===== src/rtl/chirp_spi_pkg.sv =====
// Shared definitions for the chirp SPI scheduler: widths, FSM encoding and
// the transfer-length legality check.
package chirp_spi_pkg;

    localparam int DATA_W  = 32;
    localparam int NBITS_W = 6;

    typedef enum logic [1:0] {
        ST_IDLE      = 2'd0,
        ST_ISSUE     = 2'd1,
        ST_WAIT_DONE = 2'd2,
        ST_GAP       = 2'd3
    } state_t;

    // A transfer must move at least one bit and no more than one data word.
    function automatic logic nbits_valid(input logic [NBITS_W-1:0] nb);
        return (nb != '0) && (nb <= NBITS_W'(DATA_W));
    endfunction

endpackage


===== src/rtl/chirp_spi_sched_if.sv =====
// Bundle of requester, configuration, SPI-core and status signals around the
// scheduler. The scheduler uses the slave view; the environment drives master.
interface chirp_spi_sched_if;
    import chirp_spi_pkg::*;

    logic               req0_valid;
    logic               req0_device;
    logic [NBITS_W-1:0] req0_num_bits;
    logic [DATA_W-1:0]  req0_data;
    logic               req0_ready;
    logic               req0_done;

    logic               req1_valid;
    logic               req1_device;
    logic [NBITS_W-1:0] req1_num_bits;
    logic [DATA_W-1:0]  req1_data;
    logic               req1_ready;
    logic               req1_done;

    logic [DATA_W-1:0]  cfg_divider;

    logic               spi_start;
    logic               spi_device;
    logic [NBITS_W-1:0] spi_num_bits;
    logic [DATA_W-1:0]  spi_data;
    logic [DATA_W-1:0]  spi_divider;
    logic               spi_ready;

    logic               busy;
    logic               err_timeout;
    logic               err_param;

    modport slave (
        input  req0_valid, req0_device, req0_num_bits, req0_data,
        input  req1_valid, req1_device, req1_num_bits, req1_data,
        input  cfg_divider, spi_ready,
        output req0_ready, req0_done, req1_ready, req1_done,
        output spi_start, spi_device, spi_num_bits, spi_data, spi_divider,
        output busy, err_timeout, err_param
    );

    modport master (
        output req0_valid, req0_device, req0_num_bits, req0_data,
        output req1_valid, req1_device, req1_num_bits, req1_data,
        output cfg_divider, spi_ready,
        input  req0_ready, req0_done, req1_ready, req1_done,
        input  spi_start, spi_device, spi_num_bits, spi_data, spi_divider,
        input  busy, err_timeout, err_param
    );

endinterface


===== src/rtl/chirp_spi_rr_arb.sv =====
// Two-way round-robin arbiter. On a tie the favoured requester wins; after
// every accepted grant the favour moves to the other requester.
module chirp_spi_rr_arb (
    input  logic clk_i,
    input  logic rst_i,
    input  logic valid0_i,
    input  logic valid1_i,
    input  logic advance_i,
    output logic grant_o
);

    logic prio_q;
    logic prio_d;

    // Next favoured requester: the one that did not just win.
    always_comb begin
        prio_d = prio_q;
        if (advance_i) begin
            prio_d = ~grant_o;
        end
    end

    // Favour pointer, starting with requester 0.
    always_ff @(posedge clk_i) begin
        if (rst_i) begin
            prio_q <= 1'b0;
        end else begin
            prio_q <= prio_d;
        end
    end

    // Grant index: a lone requester always wins, ties go to the favoured one.
    always_comb begin
        grant_o = 1'b0;
        if (valid0_i && valid1_i) begin
            grant_o = prio_q;
        end else if (valid1_i) begin
            grant_o = 1'b1;
        end
    end

endmodule


===== src/rtl/chirp_spi_sched.sv =====
// Scheduler sharing one SPI core between the host and the sweep engine.
// Grants one command at a time, launches it, waits for completion or timeout,
// then enforces an idle gap before the next grant.
module chirp_spi_sched
    import chirp_spi_pkg::*;
#(
    parameter int GAP_CYCLES     = 4,
    parameter int TIMEOUT_CYCLES = 65535
) (
    input  logic             clk_i,
    input  logic             rst_i,
    chirp_spi_sched_if.slave bus
);

    localparam logic [15:0] TMO_LAST = 16'(TIMEOUT_CYCLES);
    localparam logic [15:0] GAP_LAST = 16'((GAP_CYCLES == 0) ? 0 : GAP_CYCLES - 1);

    // Requester views as arrays so both sides share the same logic.
    logic [1:0]         valid_w;
    logic [1:0]         dev_w;
    logic [NBITS_W-1:0] nbits_w [2];
    logic [DATA_W-1:0]  data_w  [2];
    logic [1:0]         ready_w;

    assign valid_w    = {bus.req1_valid, bus.req0_valid};
    assign dev_w      = {bus.req1_device, bus.req0_device};
    assign nbits_w[0] = bus.req0_num_bits;
    assign nbits_w[1] = bus.req1_num_bits;
    assign data_w[0]  = bus.req0_data;
    assign data_w[1]  = bus.req1_data;

    state_t             state_q;
    logic               owner_q;
    logic               spi_start_q;
    logic               spi_device_q;
    logic [NBITS_W-1:0] spi_num_bits_q;
    logic [DATA_W-1:0]  spi_data_q;
    logic [DATA_W-1:0]  spi_divider_q;
    logic [1:0]         done_q;
    logic               err_timeout_q;
    logic               err_param_q;
    logic [15:0]        tmo_cnt_q;
    logic [15:0]        gap_cnt_q;

    logic grant_w;
    logic accept_w;

    assign accept_w = (state_q == ST_IDLE) && (|valid_w);

    chirp_spi_rr_arb u_arb (
        .clk_i    (clk_i),
        .rst_i    (rst_i),
        .valid0_i (valid_w[0]),
        .valid1_i (valid_w[1]),
        .advance_i(accept_w),
        .grant_o  (grant_w)
    );

    // Acceptance is combinational so the requester sees it in the grant cycle.
    genvar gi;
    generate
        for (gi = 0; gi < 2; gi++) begin : g_ready
            assign ready_w[gi] = accept_w && (grant_w == 1'(gi));
        end
    endgenerate

    // Scheduler FSM: grant/latch, one-cycle start, completion wait, gap.
    always_ff @(posedge clk_i) begin
        if (rst_i) begin
            state_q        <= ST_IDLE;
            owner_q        <= 1'b0;
            spi_start_q    <= 1'b0;
            spi_device_q   <= 1'b0;
            spi_num_bits_q <= '0;
            spi_data_q     <= '0;
            spi_divider_q  <= '0;
            done_q         <= '0;
            err_timeout_q  <= 1'b0;
            err_param_q    <= 1'b0;
            tmo_cnt_q      <= '0;
            gap_cnt_q      <= '0;
        end else begin
            spi_start_q <= 1'b0;
            done_q      <= '0;
            case (state_q)
                ST_IDLE: begin
                    if (accept_w) begin
                        owner_q        <= grant_w;
                        spi_device_q   <= dev_w[grant_w];
                        spi_num_bits_q <= nbits_w[grant_w];
                        spi_data_q     <= data_w[grant_w];
                        spi_divider_q  <= bus.cfg_divider;
                        if (nbits_valid(nbits_w[grant_w])) begin
                            spi_start_q <= 1'b1;
                            state_q     <= ST_ISSUE;
                        end else begin
                            // Illegal length: report and finish without touching the core.
                            err_param_q      <= 1'b1;
                            done_q[grant_w]  <= 1'b1;
                            gap_cnt_q        <= '0;
                            state_q          <= ST_GAP;
                        end
                    end
                end
                ST_ISSUE: begin
                    tmo_cnt_q <= '0;
                    state_q   <= ST_WAIT_DONE;
                end
                ST_WAIT_DONE: begin
                    // Completion takes precedence over a coinciding timeout.
                    if (bus.spi_ready) begin
                        done_q[owner_q] <= 1'b1;
                        gap_cnt_q       <= '0;
                        state_q         <= ST_GAP;
                    end else if (tmo_cnt_q == TMO_LAST) begin
                        err_timeout_q   <= 1'b1;
                        done_q[owner_q] <= 1'b1;
                        gap_cnt_q       <= '0;
                        state_q         <= ST_GAP;
                    end else begin
                        tmo_cnt_q <= tmo_cnt_q + 16'd1;
                    end
                end
                ST_GAP: begin
                    if (gap_cnt_q == GAP_LAST) begin
                        state_q <= ST_IDLE;
                    end else begin
                        gap_cnt_q <= gap_cnt_q + 16'd1;
                    end
                end
                default: begin
                    state_q <= ST_IDLE;
                end
            endcase
        end
    end

    assign bus.req0_ready   = ready_w[0];
    assign bus.req1_ready   = ready_w[1];
    assign bus.req0_done    = done_q[0];
    assign bus.req1_done    = done_q[1];
    assign bus.spi_start    = spi_start_q;
    assign bus.spi_device   = spi_device_q;
    assign bus.spi_num_bits = spi_num_bits_q;
    assign bus.spi_data     = spi_data_q;
    assign bus.spi_divider  = spi_divider_q;
    assign bus.busy         = (state_q != ST_IDLE);
    assign bus.err_timeout  = err_timeout_q;
    assign bus.err_param    = err_param_q;

endmodule


===== src/flat_wrapper.sv =====
// flat-port wrapper written by rule: the top's interface ports become plain ports
module chirp_spi_sched_flat import chirp_spi_pkg::*;
#(
    parameter int GAP_CYCLES     = 4,
    parameter int TIMEOUT_CYCLES = 65535
)
  (clk_i, rst_i, bus_req0_valid, bus_req0_device, bus_req0_num_bits, bus_req0_data, bus_req1_valid, bus_req1_device, bus_req1_num_bits, bus_req1_data, bus_cfg_divider, bus_spi_ready, bus_req0_ready, bus_req0_done, bus_req1_ready, bus_req1_done, bus_spi_start, bus_spi_device, bus_spi_num_bits, bus_spi_data, bus_spi_divider, bus_busy, bus_err_timeout, bus_err_param);
  chirp_spi_sched_if bus_i ();
  input  logic clk_i;
  input  logic rst_i;
  input wire logic [$bits(bus_i.req0_valid)-1:0] bus_req0_valid;
  input wire logic [$bits(bus_i.req0_device)-1:0] bus_req0_device;
  input wire logic [$bits(bus_i.req0_num_bits)-1:0] bus_req0_num_bits;
  input wire logic [$bits(bus_i.req0_data)-1:0] bus_req0_data;
  input wire logic [$bits(bus_i.req1_valid)-1:0] bus_req1_valid;
  input wire logic [$bits(bus_i.req1_device)-1:0] bus_req1_device;
  input wire logic [$bits(bus_i.req1_num_bits)-1:0] bus_req1_num_bits;
  input wire logic [$bits(bus_i.req1_data)-1:0] bus_req1_data;
  input wire logic [$bits(bus_i.cfg_divider)-1:0] bus_cfg_divider;
  input wire logic [$bits(bus_i.spi_ready)-1:0] bus_spi_ready;
  output wire logic [$bits(bus_i.req0_ready)-1:0] bus_req0_ready;
  output wire logic [$bits(bus_i.req0_done)-1:0] bus_req0_done;
  output wire logic [$bits(bus_i.req1_ready)-1:0] bus_req1_ready;
  output wire logic [$bits(bus_i.req1_done)-1:0] bus_req1_done;
  output wire logic [$bits(bus_i.spi_start)-1:0] bus_spi_start;
  output wire logic [$bits(bus_i.spi_device)-1:0] bus_spi_device;
  output wire logic [$bits(bus_i.spi_num_bits)-1:0] bus_spi_num_bits;
  output wire logic [$bits(bus_i.spi_data)-1:0] bus_spi_data;
  output wire logic [$bits(bus_i.spi_divider)-1:0] bus_spi_divider;
  output wire logic [$bits(bus_i.busy)-1:0] bus_busy;
  output wire logic [$bits(bus_i.err_timeout)-1:0] bus_err_timeout;
  output wire logic [$bits(bus_i.err_param)-1:0] bus_err_param;
  assign bus_i.req0_valid = bus_req0_valid;
  assign bus_i.req0_device = bus_req0_device;
  assign bus_i.req0_num_bits = bus_req0_num_bits;
  assign bus_i.req0_data = bus_req0_data;
  assign bus_i.req1_valid = bus_req1_valid;
  assign bus_i.req1_device = bus_req1_device;
  assign bus_i.req1_num_bits = bus_req1_num_bits;
  assign bus_i.req1_data = bus_req1_data;
  assign bus_i.cfg_divider = bus_cfg_divider;
  assign bus_i.spi_ready = bus_spi_ready;
  assign bus_req0_ready = bus_i.req0_ready;
  assign bus_req0_done = bus_i.req0_done;
  assign bus_req1_ready = bus_i.req1_ready;
  assign bus_req1_done = bus_i.req1_done;
  assign bus_spi_start = bus_i.spi_start;
  assign bus_spi_device = bus_i.spi_device;
  assign bus_spi_num_bits = bus_i.spi_num_bits;
  assign bus_spi_data = bus_i.spi_data;
  assign bus_spi_divider = bus_i.spi_divider;
  assign bus_busy = bus_i.busy;
  assign bus_err_timeout = bus_i.err_timeout;
  assign bus_err_param = bus_i.err_param;
  chirp_spi_sched #(.GAP_CYCLES(GAP_CYCLES), .TIMEOUT_CYCLES(TIMEOUT_CYCLES)) u_core (.clk_i(clk_i), .rst_i(rst_i), .bus(bus_i));
endmodule

===== config.mk =====
export PLATFORM = sky130hd
export DESIGN_NAME = chirp_spi_sched_flat
export DESIGN_NICKNAME = d
export VERILOG_FILES = /design/src/rtl/chirp_spi_pkg.sv /design/src/rtl/chirp_spi_sched_if.sv /design/src/rtl/chirp_spi_rr_arb.sv /design/src/rtl/chirp_spi_sched.sv /design/src/flat_wrapper.sv
export SDC_FILE = /design/constraint.sdc
export NUM_CORES = 1
export LEC_CHECK = 0
export ABC_AREA = 1
export CELL_PAD_IN_SITES_DETAIL_PLACEMENT = 0
export CELL_PAD_IN_SITES_GLOBAL_PLACEMENT = 1
export CORE_MARGIN = 1.5
export CORE_UTILIZATION = 34
export CTS_BUF_LIST = sky130_fd_sc_hd__clkbuf_8
export CTS_CLUSTER_SIZE = 24
export DETAILED_ROUTE_END_ITERATION = 12
export HOLD_SLACK_MARGIN = 0.05
export PLACE_DENSITY = 0.95
export SETUP_SLACK_MARGIN = 0.4
export SLEW_MARGIN = 15
export SYNTH_ARGS = -nofsm -noshare
export SYNTH_HDL_FRONTEND = slang
export SYNTH_SLANG_ARGS = --single-unit

===== constraint.sdc =====
create_clock -name clk_i -period 4.68 [get_ports clk_i]
set_input_delay 1.17 -clock clk_i [delete_from_list [all_inputs] [get_ports clk_i]]
set_output_delay 1.17 -clock clk_i [all_outputs]
set_load 0.03 [all_outputs]

==> reports/summary.log <==
INFO  status         run_status=complete, no violations
INFO  synth          synth.net_count=885
INFO  synth          synth_cell_types=42
INFO  die            floorplan.rows=45
INFO  drt            via_per_inst=4.737
INFO  critical_path  cp.arrival=2.83ns
INFO  layout         insertedDiodeCount=0
INFO  timing         timing.final.crit_share=85.39%
INFO  layout         layout.cells.most_common_list=204 x sky130_fd_sc_hd__nand2_1, 192 x sky130_fd_sc_hd__clkdlybuf4s50_1, 130 x sky130_fd_sc_hd__nor2_1, 112 x sky130_fd_sc_hd__dfxtp_1, 65 x sky130_fd_sc_hd__inv_1
INFO  timing         max_freq=0.2502GHz
INFO  critical_path  timing.reg2reg.setup_slack=2.30ns
INFO  clocking       clkSlewWorstSetupHoldPaths=0.10ns
INFO  power_and_ir_drop worst_ir_drop_vdd=0.2979mV
INFO  clocking       cts.sinks=112
INFO  synth          synth_compound_gate_area_share=12.32%
INFO  clocking       cts_setup_buffers=0
INFO  drt            met1Wirelength=6.902mm
INFO  drt            met3_length=1.103mm
INFO  layout         drive_above_1_share=5.626%
INFO  timing         final-max-slew-violation-count=0
INFO  timing         timing.final.ws_setup=0.6840ns
INFO  layout         number_of_standard_cells_in_the_final_layout_excluding_fillers=1,130
INFO  synth          ys_ff_latch=112
INFO  power_and_ir_drop leakagePower=3.074nW
INFO  clocking       cts-root-buf=sky130_fd_sc_hd__clkbuf_8
INFO  synth          synth_fa_ha_area_share=1.662%
INFO  critical_path  cp.buffers_inverters=2
INFO  die            start_util=34.80%
INFO  critical_path  crit_path_end_kind=output port
INFO  global_route   grt_pass1_vias=5,074
INFO  place          place.detailed.hpwl=11.03mm
INFO  timing         hold_viol_final=0
INFO  clocking       cts_tree=built
INFO  drt            antenna_violating_nets_post_route=0
INFO  critical_path  timing.critical_path.from=bus_req0_valid
INFO  hold_path      min-delay-start=u_core.bus.err_param$_SDFFE_PP0P_
INFO  clocking       cts_buffer_depth=2
INFO  critical_path  critical-path-max-stage-delay=0.73ns
INFO  drt            post_drt_wl_per_cell=13.69microns
INFO  critical_path  timing.rr.start=u_core.state_q[0]$_SDFFE_PP0P_
INFO  critical_path  regToRegEndpoint=u_core.gap_cnt_q[0]$_SDFFE_PP0P_
INFO  critical_path  crit_family=buffers and inverters
INFO  die            design.portCount=194
INFO  critical_path  worstSetupPathType=primary input to output port
INFO  drt            drtIter0Drc=262
INFO  drt            routed_wl_met2=7.166mm
INFO  drt            via_count=5,353
INFO  timing         finalClockSkew=0.01172ns
INFO  layout         syn_to_final_growth=42.80%
INFO  die            die_height=127.5microns
INFO  layout         post-route-cell-area=7527squm
INFO  synth          synthesis_warnings=0
INFO  synth          synth_simple_gate_area_share=34.51%
INFO  synth          synth-main-ff-cell=sky130_fd_sc_hd__dfxtp_1
INFO  place          routability_congestion_estimate=0.8446
INFO  power_and_ir_drop powerDensity=544.9nW/um^2
INFO  die            fp.dieW=127.5microns
INFO  clocking       cts.hold.buffers_added=0
INFO  synth          synth.cell_area=5271squm
INFO  timing         final_period_minus_worst_setup_slack=3.996ns
INFO  timing         headroom_to_the_max_slew_limit=50.42%
INFO  critical_path  critical_path.most_common_cell=sky130_fd_sc_hd__clkdlybuf4s50_1
INFO  timing         setup_viol=0
INFO  synth          netlist_instances=763
INFO  drt            detail_route.first_pass.iterations=5
INFO  place          dp_cells=1,115
INFO  critical_path  crit_end=bus_req1_ready
INFO  place          pre_cts_ws=0.6493ns
INFO  hold_path      type_of_the_most_critical_hold_path=register to register
INFO  drt            drcViolationCount=0
INFO  timing         unrepaired_setup_endpoints_after_global_routing=false
INFO  job            max_cap_viol_count=0
INFO  drt            maxUsedRoutingLayer=met4
INFO  global_route   antenna_found_initial=0
INFO  clocking       ctsResizeCount=0
INFO  global_route   total_global_route_track_usage=19.39%
INFO  place          port_buffers=193
INFO  critical_path  crit_path_cell_trace=clkdlybuf4s50_1 -> nand2_4 -> nand2_8 -> nor2_2 -> clkdlybuf4s50_1
INFO  die            floorplan.die_area=16,260squm
INFO  synth          synth_sequential_area_ratio=42.54%
INFO  critical_path  reg2reg_depth=8
INFO  synth          synth_edf_count=0
INFO  critical_path  cp_slowest_cell=sky130_fd_sc_hd__clkdlybuf4s50_1
INFO  critical_path  required=3.51ns
INFO  global_route   overflow=0
INFO  critical_path  startpoint_type=primary input
INFO  critical_path  cp_max_fo=9
INFO  global_route   grt_first_pass_wirelength=25.14mm
INFO  layout         finalNetCount=1,060
INFO  timing         total_negative_slack_for_setup_checks=0ns
INFO  layout         leading_cell_type_in_the_layout_fill_and_taps_excluded=sky130_fd_sc_hd__nand2_1
INFO  clocking       source_to_sink_clock_delay_at_the_later_pin_of_the_worst_skew_pair=0.39ns
INFO  synth          synthArstFlopShare=0%
INFO  synth          avgSynthCellArea=6.909squm
INFO  global_route   grt_start_max_net_pins=68
INFO  synth          largest_family_of_logic_cells_by_synthesized_area=simple AND/OR/NAND/NOR gates
INFO  place          place_area=7321squm
INFO  clocking       numCtsBuffers=9
INFO  clocking       cts_htree_levels=3
INFO  synth          synth_mux_area_share=0%
INFO  die            core=15,150squm
INFO  synth          synth-xor-area-share=0.8308%
INFO  drt            wirelength=15.47mm
INFO  timing         worst_slew_pin_slew=0.7436ns
INFO  critical_path  cell_count_along_the_critical_path=5
==> worst min-delay path by stage <==
stage,endpoint,cells past startpoint,slack [ns]
2_1_floorplan,u_core.tmo_cnt_q[14]$_SDFFE_PP0P_,2,0.44
3_3_place_gp,u_core.bus.err_param$_SDFFE_PP0P_,2,0.44
3_5_place_dp,u_core.bus.err_timeout$_SDFFE_PP0P_,2,0.45
4_1_cts,u_core.bus.err_param$_SDFFE_PP0P_,2,0.48
5_1_grt,u_core.bus.err_param$_SDFFE_PP0P_,2,0.49
6_report,u_core.bus.err_param$_SDFFE_PP0P_,2,0.47
==> cell usage after synthesis (2+ instances only) <==
cell type	n	area [sq um]
sky130_fd_sc_hd__nand4_1	11	68.82
sky130_fd_sc_hd__clkbuf_1	17	63.81
sky130_fd_sc_hd__a21oi_2	2	17.52
sky130_fd_sc_hd__inv_2	3	11.26
sky130_fd_sc_hd__buf_6	2	22.52
sky130_fd_sc_hd__nor2_2	3	18.77
sky130_fd_sc_hd__nand2_4	2	22.52
sky130_fd_sc_hd__dfxtp_1	112	2242
sky130_fd_sc_hd__o211ai_1	6	45.04
sky130_fd_sc_hd__ha_1	7	87.58
sky130_fd_sc_hd__a21oi_1	20	100.1
sky130_fd_sc_hd__nor2_4	2	22.52
sky130_fd_sc_hd__o21ai_0	48	240.2
sky130_fd_sc_hd__nand2_1	204	765.7
sky130_fd_sc_hd__nand3_1	42	210.2
sky130_fd_sc_hd__xor2_1	4	35.03
sky130_fd_sc_hd__a31oi_1	27	168.9
sky130_fd_sc_hd__buf_2	13	65.06
sky130_fd_sc_hd__nor3_1	11	55.05
sky130_fd_sc_hd__nand2_2	9	56.30
sky130_fd_sc_hd__inv_1	65	244.0
sky130_fd_sc_hd__buf_4	2	15.01
sky130_fd_sc_hd__nor2_1	132	495.5
==> registers in the layout, indices dropped and copies added, names as in the netlist <==
name	cells
u_core.bus.err_param	1
u_core.u_arb.prio_q	1
u_core.tmo_cnt_q	16
u_core.bus.spi_num_bits	6
u_core.state_q	2
u_core.bus.spi_device	1
u_core.bus.spi_divider	32
u_core.bus.spi_data	32
u_core.done_q	2
u_core.bus.err_timeout	1
u_core.bus.spi_start	1
u_core.gap_cnt_q	16
u_core.owner_q	1
==> logic make-up after synthesis <==
logic type,Yosys count
AOI/OAI and AO/OA,110
xor gates and xnor gates,5
adders and majority gates,7
buffers and inverters,104
DFF,112
and+or+nand+nor,425
==> final cells by class <==
cell class | instances | area [sq um]
fillers | 1473 | 7619
inverters | 69 | 259.0
clock inverters | 3 | 41.29
clock buffers | 12 | 165.2
multi-input cells | 547 | 2610
well taps | 188 | 235.2
repair buffers | 199 | 1974
flip-flops and latches | 112 | 2242
==> routing by layer <==
metal / track usage [%] / up-vias
li1: - / 2798
met1: 23.97 / 2385
met2: 31.86 / 149
met3: 6.826 / 21
met4: 5.615 / 0
met5: 0 / -
==> metrics by stage <==
| step | power, W | hold slack [ns] | utilization [%] |
|---|---|---|---|
| floorplan | 0.002760 | 0.4388 | - |
| global placement | 0.003500 | 0.4446 | 48.34 |
| detailed placement | 0.003508 | 0.4542 | 48.34 |
| CTS | 0.004129 | 0.4755 | 49.70 |
| global route | 0.004403 | 0.4904 | 49.70 |
| finish | 0.004101 | 0.4684 | 49.70 |
==> worst min-delay path, stage by stage (launching register included) <==
cell and delay, ns:
sky130_fd_sc_hd__dfxtp_1 0.33, sky130_fd_sc_hd__nand2_1 0.06, sky130_fd_sc_hd__nand2_1 0.04
==> power breakdown <==
| part | switching, W | internal (W) |
|---|---|---|
| Sequential | 0.000171 | 0.00122 |
| Combinational | 0.00134 | 0.000760 |
| Clock | 0.000330 | 0.000287 |
| Total | 0.00184 | 0.00227 |
Power figures use the tool's default switching activity.
